===== src/rtl/bcd_pkg.sv =====
// Shared types and helpers for the BCD digit scan controller.
// Holds code/lamp widths, the scan FSM state type and a BCD validity check.
package bcd_pkg;

    localparam int DEC_W = 10;
    localparam int BCD_W = 4;

    typedef enum logic [1:0] {
        IDLE,
        BLANK,
        SHOW
    } state_e;

    function automatic logic is_valid_bcd(input logic [BCD_W-1:0] code);
        return code <= 4'd9;
    endfunction

endpackage


===== src/rtl/bcd_scan_ctrl_if.sv =====
// Control/display bundle between BCD producer, scan controller and pins.
// master: drives enable/load/bcd_in/err_clr; slave: drives display outputs.
interface bcd_scan_ctrl_if
    import bcd_pkg::*;
#(
    parameter int NUM_DIGITS = 4
);

    logic                        enable;
    logic                        load;
    logic [BCD_W*NUM_DIGITS-1:0] bcd_in;
    logic                        err_clr;
    logic [NUM_DIGITS-1:0]       digit_sel;
    logic [DEC_W-1:0]            dec_out;
    logic [BCD_W-1:0]            bcd_cur;
    logic                        frame_done;
    logic                        err;

    modport master (
        output enable, load, bcd_in, err_clr,
        input  digit_sel, dec_out, bcd_cur, frame_done, err
    );

    modport slave (
        input  enable, load, bcd_in, err_clr,
        output digit_sel, dec_out, bcd_cur, frame_done, err
    );

endinterface


===== src/rtl/bcd_onehot_dec.sv =====
// Combinational BCD to one-hot decimal lamp decoder.
// code: 4-bit BCD in; onehot: lamp n high for code n, all zero for 10..15.
module bcd_onehot_dec
    import bcd_pkg::*;
(
    input  logic [BCD_W-1:0] code,
    output logic [DEC_W-1:0] onehot
);

    always_comb begin
        onehot = '0;
        if (is_valid_bcd(code)) begin
            onehot = DEC_W'(1) << code;
        end
    end

endmodule


===== src/rtl/bcd_scan_ctrl.sv =====
// Time-multiplexed scan controller for a multi-digit BCD lamp bank.
// Ports: clk, rst_n (async low) and bus (slave): enable, load, bcd_in,
// err_clr in; digit_sel, dec_out, bcd_cur, frame_done, err out.
module bcd_scan_ctrl
    import bcd_pkg::*;
#(
    parameter int NUM_DIGITS = 4,
    parameter int PRESCALE   = 1000,
    parameter int BLANK_LZ   = 1
) (
    input  logic            clk,
    input  logic            rst_n,
    bcd_scan_ctrl_if.slave  bus
);

    localparam int AW = BCD_W * NUM_DIGITS;
    localparam int IW = $clog2(NUM_DIGITS);
    localparam int CW = $clog2(PRESCALE);

    localparam logic [IW-1:0] IDX_LAST = IW'(NUM_DIGITS - 1);
    localparam logic [CW-1:0] CNT_LAST = CW'(PRESCALE - 1);
    localparam logic [CW-1:0] CNT_SHOW = CW'(1);

    state_e         state;
    state_e         state_n;
    logic [IW-1:0]  idx;
    logic [IW-1:0]  idx_n;
    logic [CW-1:0]  cnt;
    logic [CW-1:0]  cnt_n;
    logic           frame_start;

    logic [AW-1:0]  shadow;
    logic [AW-1:0]  active;
    logic [AW-1:0]  active_n;
    logic           pending;

    logic [BCD_W-1:0] code_n;
    logic [DEC_W-1:0] dec_n;
    logic             upper_zero;
    logic             sup_n;
    logic             show_n;
    logic             lamp_on;
    logic             fd_n;
    logic             err_set;

    // Slot counter: cnt 0 is the blank cycle, 1..PRESCALE-1 are SHOW.
    always_comb begin
        state_n     = state;
        idx_n       = idx;
        cnt_n       = cnt;
        frame_start = 1'b0;
        if (!bus.enable) begin
            state_n = IDLE;
            idx_n   = '0;
            cnt_n   = '0;
        end else begin
            unique case (state)
                IDLE: begin
                    state_n     = BLANK;
                    idx_n       = '0;
                    cnt_n       = '0;
                    frame_start = 1'b1;
                end
                BLANK: begin
                    state_n = SHOW;
                    cnt_n   = cnt + CW'(1);
                end
                SHOW: begin
                    if (cnt == CNT_LAST) begin
                        state_n = BLANK;
                        cnt_n   = '0;
                        if (idx == IDX_LAST) begin
                            idx_n       = '0;
                            frame_start = 1'b1;
                        end else begin
                            idx_n = idx + IW'(1);
                        end
                    end else begin
                        cnt_n = cnt + CW'(1);
                    end
                end
                default: begin
                    state_n = IDLE;
                    idx_n   = '0;
                    cnt_n   = '0;
                end
            endcase
        end
    end

    always_ff @(posedge clk or negedge rst_n) begin
        if (!rst_n) begin
            state <= IDLE;
            idx   <= '0;
            cnt   <= '0;
        end else begin
            state <= state_n;
            idx   <= idx_n;
            cnt   <= cnt_n;
        end
    end

    // A load coinciding with a frame start bypasses the shadow register.
    always_comb begin
        active_n = active;
        if (frame_start) begin
            if (bus.load) begin
                active_n = bus.bcd_in;
            end else if (pending) begin
                active_n = shadow;
            end
        end
    end

    always_ff @(posedge clk or negedge rst_n) begin
        if (!rst_n) begin
            shadow  <= '0;
            active  <= '0;
            pending <= 1'b0;
        end else begin
            active <= active_n;
            if (bus.load) begin
                shadow <= bus.bcd_in;
            end
            if (frame_start) begin
                pending <= 1'b0;
            end else if (bus.load) begin
                pending <= 1'b1;
            end
        end
    end

    // Outputs are derived from next-cycle values so the registered
    // outputs line up with the state they describe.
    always_comb begin
        code_n = '0;
        if (state_n != IDLE) begin
            code_n = active_n[idx_n*BCD_W +: BCD_W];
        end
    end

    always_comb begin
        upper_zero = 1'b1;
        for (int k = 0; k < NUM_DIGITS; k++) begin
            if (k >= int'(idx_n) && active_n[k*BCD_W +: BCD_W] != '0) begin
                upper_zero = 1'b0;
            end
        end
        sup_n = (BLANK_LZ != 0) && (idx_n != '0) && upper_zero;
    end

    assign show_n  = (state_n == SHOW);
    assign lamp_on = show_n && !sup_n;
    assign fd_n    = show_n && (cnt_n == CNT_LAST) && (idx_n == IDX_LAST);
    assign err_set = show_n && (cnt_n == CNT_SHOW) && !is_valid_bcd(code_n);

    bcd_onehot_dec u_dec (
        .code   (code_n),
        .onehot (dec_n)
    );

    always_ff @(posedge clk or negedge rst_n) begin
        if (!rst_n) begin
            bus.digit_sel  <= '0;
            bus.dec_out    <= '0;
            bus.bcd_cur    <= '0;
            bus.frame_done <= 1'b0;
            bus.err        <= 1'b0;
        end else begin
            bus.digit_sel  <= lamp_on ? (NUM_DIGITS'(1) << idx_n) : '0;
            bus.dec_out    <= lamp_on ? dec_n : '0;
            bus.bcd_cur    <= code_n;
            bus.frame_done <= fd_n;
            bus.err        <= err_set | (bus.err & ~bus.err_clr);
        end
    end

endmodule


===== src/flat_wrapper.sv =====
// flat-port wrapper written by rule: the top's interface ports become plain ports
module bcd_scan_ctrl_flat import bcd_pkg::*;
#(
    parameter int NUM_DIGITS = 4,
    parameter int PRESCALE   = 1000,
    parameter int BLANK_LZ   = 1
)
  (clk, rst_n, bus_enable, bus_load, bus_bcd_in, bus_err_clr, bus_digit_sel, bus_dec_out, bus_bcd_cur, bus_frame_done, bus_err);
  bcd_scan_ctrl_if #(.NUM_DIGITS(NUM_DIGITS)) bus_i ();
  input  logic clk;
  input  logic rst_n;
  input wire logic [$bits(bus_i.enable)-1:0] bus_enable;
  input wire logic [$bits(bus_i.load)-1:0] bus_load;
  input wire logic [$bits(bus_i.bcd_in)-1:0] bus_bcd_in;
  input wire logic [$bits(bus_i.err_clr)-1:0] bus_err_clr;
  output wire logic [$bits(bus_i.digit_sel)-1:0] bus_digit_sel;
  output wire logic [$bits(bus_i.dec_out)-1:0] bus_dec_out;
  output wire logic [$bits(bus_i.bcd_cur)-1:0] bus_bcd_cur;
  output wire logic [$bits(bus_i.frame_done)-1:0] bus_frame_done;
  output wire logic [$bits(bus_i.err)-1:0] bus_err;
  assign bus_i.enable = bus_enable;
  assign bus_i.load = bus_load;
  assign bus_i.bcd_in = bus_bcd_in;
  assign bus_i.err_clr = bus_err_clr;
  assign bus_digit_sel = bus_i.digit_sel;
  assign bus_dec_out = bus_i.dec_out;
  assign bus_bcd_cur = bus_i.bcd_cur;
  assign bus_frame_done = bus_i.frame_done;
  assign bus_err = bus_i.err;
  bcd_scan_ctrl #(.NUM_DIGITS(NUM_DIGITS), .PRESCALE(PRESCALE), .BLANK_LZ(BLANK_LZ)) u_core (.clk(clk), .rst_n(rst_n), .bus(bus_i));
endmodule

===== config.mk =====
export PLATFORM = sky130hd
export DESIGN_NAME = bcd_scan_ctrl_flat
export DESIGN_NICKNAME = d
export VERILOG_FILES = /design/src/rtl/bcd_pkg.sv /design/src/rtl/bcd_scan_ctrl_if.sv /design/src/rtl/bcd_onehot_dec.sv /design/src/rtl/bcd_scan_ctrl.sv /design/src/flat_wrapper.sv
export SDC_FILE = /design/constraint.sdc
export NUM_CORES = 1
export LEC_CHECK = 0
export CAP_MARGIN = 5
export CORE_MARGIN = 5
export CORE_UTILIZATION = 60
export CTS_CLUSTER_DIAMETER = 30
export CTS_CLUSTER_SIZE = 40
export DETAILED_ROUTE_END_ITERATION = 7
export DONT_BUFFER_PORTS = 1
export PLACE_DENSITY = 0.76
export SLEW_MARGIN = 25
export SYNTH_ARGS = -nofsm -noshare
export SYNTH_HDL_FRONTEND = slang
export SYNTH_SLANG_ARGS = --single-unit

===== constraint.sdc =====
create_clock -name clk -period 3.9 [get_ports clk]
set_clock_uncertainty 0.2 [all_clocks]
set_input_delay 0.975 -clock clk [delete_from_list [all_inputs] [get_ports clk]]
set_output_delay 0.975 -clock clk [all_outputs]
set_load 0.03 [all_outputs]

# Word-level counts from Yosys, hierarchy flattened
# Index checks and enable logic that the tools add are counted.
# Widths: inputs -> output; s select.
# classes
n_bitwise	3
n_eq_ne	8
order_cmp	4
add_sub_neg	2
n_shift	3
muxes	27
reduce_logical	19
# op_table
operator	n
$mux 16	3
$mux 10	4
$eq 10x10->1 const B	2
$pmux 10 s2	1
$reduce_bool 4->1	4
$shiftx 16x5->4	1
$add 10x1->10 const B	1
$eq 10x1->1 const B	1
$mux 2	5
$shl 1x4->10 const A	1
$logic_and 1x1->1	9
$mux 1	9
$eq 2x2->1 const B	4
$mux 4	2
$pmux 2 s3	1
$reduce_bool 2->1	3
$ge 1x2->1 const A	2
$le 4x4->1 const B	1
$pmux 2 s2	1
$shl 1x2->4 const A	1
$add 2x1->2 const B	1
$eq 2x1->1 const B	1
$ge 2x2->1 const A	1
$logic_not 1->1	2
other kinds (5)	5
# totals
input_bits	21
regBits	67
output_inout_bits	20

# Depth between registers and ports, before layout
# Gate-level depths: netlist (run 1).
# depth
ltp_word	16
mapped_depth	11

# Hierarchy
# Synthesis (run 1) repeated with hierarchy kept, for this count alone.
# unflattened
cells_unflattened	277
hier_area_um2	3260.6
# by_module_without_submodules
module	instances	area_each_um2	cells_each	seq_area_each_um2
bcd_scan_ctrl	1	3090.5	263	1676.6
bcd_onehot_dec	1	170.2	14	0.0

# Worst setup path after synthesis (run 1)
# Ideal clock, no wire load.
# synth_path
path_type	input-to-reg
start	in bus_load
end	reg u_core.bus.dec_out[1]
arrival_time_ps	2727
setup_slack_ps	899
stages	7
n_path_buf	1
setup_time_ps	74
cell_sequence	buf_1 -> mux2_2 -> mux2_2 -> nand3_1 -> nand2_1 -> or4_4 -> nor2_1
# synth_between
elab_chain_len	12
elab_cells_between_ends	22
# synth_lines
item	line_no	source
start: declaration	flat_wrapper.sv:13	input wire logic [$bits(bus_i.load)-1:0] bus_load;
$mux 16 *	bcd_scan_ctrl.sv:107	if (bus.load) begin
$mux 16 *	bcd_scan_ctrl.sv:106	if (frame_start) begin
branches (longest 9 deep; another with $le 4x4->1)	--	
$mux 10 *	bcd_scan_ctrl.sv:171	bus.dec_out <= lamp_on ? dec_n : '0;
end signal: assignment	bcd_scan_ctrl.sv:171	
end: declaration	bcd_scan_ctrl_if.sv:26	output digit_sel, dec_out, bcd_cur, frame_done, err
# Mark *: on every way between the ends.
# A chain may end at the register's enable or synchronous reset.

# Worst setup path after layout (run 1)
# layout_path
start	reg u_core.state[0]
end	reg u_core.bus.dec_out[9]
# layout_between
elab_cells_between_ends	37
# layout_lines
item	line_no	source
start: declaration	bcd_scan_ctrl.sv:24	state_e state;
start signal: assignment	bcd_scan_ctrl.sv:97	state <= state_n;
$eq 2x2->1 / $eq 2x1->1 (equally long branches)	bcd_scan_ctrl.sv:57	unique case (state)
$pmux 2 s2 *	bcd_scan_ctrl.sv:57	
$mux 2 *	bcd_scan_ctrl.sv:52	if (!bus.enable) begin
named net u_core.idx_n[0]	bcd_scan_ctrl.sv:27	logic [IW-1:0] idx_n;
branches (longest 9 deep; another with $le 4x4->1)	--	
$mux 10 *	bcd_scan_ctrl.sv:171	
# Mark *: on every way through the listed nets, which the timed path passes.

==> qor.yml, run 1 <==
grt_max_degree: 68
path_clk_slew_ns: 0.07
power.density_nw_per_um2: 565
synth_cell_types: 62
clk_latency_ns: 0.34
grt_use_total_pct: 20.7
ys_ff_latch: 67
fin_cells: 402
worst_pin_slew_ns: 0.940
yosys.area.top_type: "dfrtp_1"
wl_per_cell_um: 17.2
synth_edf_count: 0
final_util_pct: 65.1
start_util_pct: 61.5
fillers: 417
antenna_left: 0
finalSetupViolations: 0
seq_area_frac_synth_pct: 49.5
rsz0062_at_grt: "no"
rr_worst_depth: 11
syn2layout_area_growth_pct: 5.76
cts_tree: "done"
status: "finished, final reports clean"
crit_fanout: 12
rr_endpoint: "u_core.bus.dec_out[9]"
worst_slack_ns: 0.691
crit_arrival_ns: 3.28
post_cts_resized: 0
async_flop_share_pct: 100
syn_inst: 323
end_kind: "flip-flop"
place_inst: 388
core_um2: 5510
first_pass_iters: 5
yosys_warnings: 0
rows: 27
regToRegSetupSlack_ns: 0.69
syn_avg_cell_area_um2: 10.5
dr.first_iter.drc_count: 173
hold_path.class: "primary input to async pin"
synthTopCellsByArea: "dfrtp_1 49%, nor2_1 6.9%, mux2_2 6.3%, mux2i_1 4.7%, ha_1 2.2%"
pre_cts_ws_ns: 0.734
dp_hpwl_um: 5060
ys.flop_type: "dfrtp_1"
drc: 0
critPathKind: "flip-flop to flip-flop"
cts_setup_buffers: 0
r2r_start: "u_core.state[0]"
final_area_um2: 3580
gp_congestion: 0.929
die_area_um2: 7250
grt_first_pass_wirelength_um: 11800
relSlewSlack_pct: 36.7
vias_per_cell: 5.98
ioPinCount: 41
hold_viol_final: 0
via_count: 2404
synth_nets: 350
antenna_found_initial: 0
cap_violations: 0
placed_cell_area_um2: 3430
hold_buffers: 0
finalWirelength_um: 6900
h-tree-depth: 3
drv_slew: 0
tns_ns: 0
peakVddDrop_v: 0.000284
cts-root-buf: "clkbuf_8"
fin_crit_sh_pct: 82.3
min_period_ns: 3.21
io_buffer_count: 0
drive_gt1_share_pct: 16.4
synth_area_um2: 3390
fp.dieW_um: 85.1
critPathLaunchType: "flip-flop"
cts_made_buffers: 9
cp_data_required_time_ns: 3.97
diodes: 0
p_leak_nw: 1.58
nets: 354
grt_overflow_total: 0
die_y_um: 85.1
grt_pass1_vias: 2371
cts.sinks: 67
synth_top_area_share_pct: 49.5
clockBufferDepth: 2
fmax_mhz: 312
==> layer usage <==
layer	vias up	track usage, %	part of all wire, %
met5	-	0	0
met4	0	6.19	0.99
met3	7	6.89	7.4
met2	80	30.6	46
met1	1183	29.0	46
li1	1134	-	-
==> cells by family (layout without fill, tap and decap cells) <==
logic type | Yosys count | count (layout) | share of synthesized area, %
muxes | 39 | 39 | 12.7
DFF | 67 | 67 | 49.5
buffers and inverters | 22 | 29 | 3.51
xor gates and xnor gates | 10 | 10 | 2.58
and+or+nand+nor | 135 | 135 | 20.7
AOI/OAI and AO/OA | 44 | 44 | 8.79
adders and majority gates | 6 | 6 | 2.22
==> how the worst max path moves through the flow <==
stage,from,cells after the start,end,slack [ns]
after floorplan,bus_load,7,u_core.bus.dec_out[1],0.90
after global placement,bus_enable,8,u_core.bus.dec_out[9],0.74
after CTS,u_core.state[0],10,u_core.bus.dec_out[7],0.71
after global routing,u_core.state[0],10,u_core.bus.dec_out[7],0.44
final,u_core.state[0],11,u_core.bus.dec_out[9],0.69
after detailed placement,u_core.cnt[0],9,u_core.bus.dec_out[1],0.73
==> placed cells by master (no fill, tap or decap), types with 2 or more instances in the layout <==
cell,count
a21oi_1,9
a31oi_1,5
and2_1,6
and3_1,3
buf_4,5
clkbuf_1,2
clkbuf_8,9
clkinv_2,2
dfrtp_1,67
ha_1,6
inv_1,10
mux2_2,19
mux2_4,2
mux2i_1,16
mux2i_2,2
nand2_1,11
nand2b_1,2
nand3_1,11
nand4_1,2
nor2_1,62
nor3_1,9
nor3b_1,2
nor4_1,4
o211ai_1,2
o21a_1,2
o21ai_0,7
o22ai_1,5
o31ai_1,2
or3_1,5
xnor2_1,4
xor2_1,6
==> critical path, cell delays in order (launching register included) <==
cell       delay [ns]
dfrtp_1          0.41
inv_1            0.13
ha_1             0.39
nor3b_1          0.32
o21ai_0          0.16
mux2i_2          0.15
buf_4            0.19
or2_1            0.19
a2bb2oi_1        0.18
o221ai_1         0.26
or3_1            0.45
nor2_1           0.12
==> synthesized netlist by cell type, types with 5 or more instances <==
master / n
nor2_1: 62
and2_1: 6
ha_1: 6
a21oi_1: 9
o21ai_0: 7
mux2_2: 19
nor3_1: 9
dfrtp_1: 67
a31oi_1: 5
mux2i_1: 16
xor2_1: 6
nand3_1: 11
or3_1: 5
inv_1: 10
o22ai_1: 5
nand2_1: 11
==> cell type report <==
cell class | instances | area, um^2 | share of cell area, %
Sequential cell | 67 | 1680 | 46.8
Clock buffer | 11 | 131 | 3.67
Tap cell | 72 | 90.1 | 2.51
Timing Repair Buffer | 5 | 37.5 | 1.05
Multi-Input combinational cell | 234 | 1590 | 44.4
Inverter | 10 | 37.5 | 1.05
Clock inverter | 3 | 17.5 | 0.489
==> report_power, final <==
group / internal [mW] / total, mW / switching (mW)
registers: 0.833 / 0.993 / 0.160
logic: 0.238 / 0.562 / 0.325
clock network: 0.222 / 0.470 / 0.248
==> flip-flops by register name (all words and copies together), names as in the netlist <==
register	cells
u_core.active	16
u_core.bus.bcd_cur	4
u_core.bus.dec_out	10
u_core.bus.digit_sel	4
u_core.bus.err	1
u_core.bus.frame_done	1
u_core.cnt	10
u_core.idx	2
u_core.pending	1
u_core.shadow	16
u_core.state	2
==> per-stage QoR <==
stage / power [mW] / hold slack (ns)
global route: 2.16 / 0.0952
detailed placement: 1.56 / 0.299
CTS: 2.03 / 0.112
finish: 2.03 / 0.125
global placement: 1.55 / 0.298
floorplan: 1.42 / 0.263
Power figures use the tool's default switching activity.
==> inputs of run 2 (changes only) <==
- clock period: 3.9 -> 3.1 ns (I/O delays scaled with it)
==> qor.yml, run 2 (synthesis results as in run 1) <==
setup.worst_path.end: "u_core.bus.dec_out[1]"
die_y_um: 85.1
regToRegSetupSlack_ns: 0.08
finalPower_mw: 2.68
grt_pass1_vias: 2424
crit_fanout: 9
cap_violations: 0
cp_data_required_time_ns: 3.18
final-seq-area_um2: 1680
clock_power_share_pct: 23.4
p_leak_nw: 1.72
drc: 0
rows: 27
worst_pin_slew_ns: 0.444
min_period_ns: 3.02
core_um2: 5510
vias_per_cell: 5.89
diodes: 0
fillers: 416
power.density_nw_per_um2: 705
fin_crit_sh_pct: 97.3
finalSetupViolations: 0
fmax_mhz: 332
critPathLaunchType: "flip-flop"
path_clk_slew_ns: 0.08
final_cell_mix: "67 x dfrtp_1, 62 x nor2_1, 26 x buf_4"
relSlewSlack_pct: 70.2
clockBufferDepth: 2
wl_per_cell_um: 17.1
crit_arrival_ns: 3.10
die_area_um2: 7250
drv_slew: 0
peakVddDrop_v: 0.000406
start_util_pct: 61.5
critical_path.cell_chain: "buf_4, ha_2, a22o_1, and2_0, mux2_4, mux2i_1, a221oi_2, mux2i_2, or4_4, nor2_1"
h-tree-depth: 3
status: "finished, final reports clean"
end_kind: "flip-flop"
fp.dieW_um: 85.1
drive_gt1_share_pct: 23.4
comb_power_share_pct: 29.9
rr_worst_depth: 10
multi_input_area_um2: 1600
antenna_found_initial: 0
grt_first_pass_wirelength_um: 11800
critPathLaunch: "u_core.state[1]"
io_buffer_count: 0
cts_made_buffers: 9
grt_overflow_total: 0
syn2layout_area_growth_pct: 12.0
grt_max_degree: 68
via_count: 2511
nets: 376
first_pass_iters: 4
tns_ns: 0
grt_use_total_pct: 20.8
cts-root-buf: "clkbuf_8"
cts.sinks: 67
p_sw_mw: 0.983
largestRegisters: "u_core.active (16), u_core.shadow (16)"
internal_power_mw: 1.69
critPathKind: "flip-flop to flip-flop"
crit_path_max_incr_delay_ns: 0.54
antenna_left: 0
cts_tree: "done"
clk_latency_ns: 0.35
ioPinCount: 41
finalWirelength_um: 7270
gp_congestion: 0.931
sequentialPowerShare_pct: 46.7
hold_viol_final: 0
dr.first_iter.drc_count: 113
dp_hpwl_um: 5250
rsz0062_at_grt: "no"
hold_path.class: "primary input to async pin"
switching_share_pct: 36.7
cp_slowest_cell: "or4_4"
rr_endpoint: "u_core.bus.dec_out[1]"
r2r_start: "u_core.state[1]"
final_common_cell: "dfrtp_1"
==> run 2: cell types whose count changed in the layout (fill, tap and decap cells not counted), sizes merged <==
cell      delta
clkinvlp     +1
buf         +22
clkbuf       -2
clkinv       +2
inv          +1
==> run 2: timing repair <==
item / in CTS / in global routing
resized for setup: 0 / 4
setup endpoints to repair: 0 / 11
hold buffers: 1 / 0
setup buffers: 0 / 10
hold endpoints to repair: 67 / 0
==> run 2: worst min-delay path by stage <==
stage                                 from                     to  slack [ns]  cells after the start
after CTS                            rst_n          u_core.idx[0]        0.09                      1
final                                rst_n          u_core.idx[0]         0.1                      1
after detailed placement             rst_n  u_core.bus.dec_out[3]        0.28                      0
after global routing                 rst_n  u_core.bus.dec_out[5]        0.11                      1
after floorplan           u_core.active[0]       u_core.active[0]        0.26                      1
after global placement               rst_n  u_core.bus.dec_out[6]        0.28                      0
==> run 2: worst max-delay path: cells and delay by family, from the launching register on <==
family	cells	cell delay, ns
mux	3	0.60
simple gates	3	0.81
compound gates	2	0.57
buf+inv	1	0.15
flops	1	0.41
fa+ha+maj	1	0.21
==> run 2: stage by stage <==
stage | hold slack (ns) | worst slack (ns) | std cells | utilization [%] | area [um^2]
6_report | 0.0975 | 0.0840 | 426 | 68.9 | 3800
3_3_place_gp | 0.281 | 0.0929 | 399 | 63.9 | 3520
2_1_floorplan | 0.263 | 0.217 | 323 | - | 3390
5_1_grt | 0.114 | 0.00556 | 426 | 68.9 | 3800
4_1_cts | 0.0939 | 0.0148 | 416 | 67.4 | 3710
3_5_place_dp | 0.281 | 0.0437 | 399 | 63.9 | 3520
==> run 2: final cells by class <==
type / count / share of cell area [%]
Inverter: 10 / 0.989
Clock buffer: 9 / 3.26
Sequential cell: 67 / 44.2
Timing Repair Buffer: 27 / 5.87
Clock inverter: 7 / 1.15
Tap cell: 72 / 2.37
Multi-Input combinational cell: 234 / 42.2
==> run 2: power groups by stage <==
| stage | clock network, mW | registers (mW) | logic, mW |
|---|---|---|---|
| after floorplan | 0 | 1.22 | 0.568 |
| after global placement | 0 | 1.25 | 0.738 |
| after detailed placement | 0 | 1.27 | 0.755 |
| after CTS | 0.645 | 1.25 | 0.780 |
| after global routing | 0.695 | 1.27 | 0.880 |
| final | 0.626 | 1.25 | 0.800 |
==> run 2: per-layer routing <==
layer	vias up	wire length, um	GRT usage, %
met5	-	0	0
met4	0	127	7.34
met3	13	508	6.21
met2	79	3400	31.3
met1	1236	3230	28.5
li1	1183	-	-
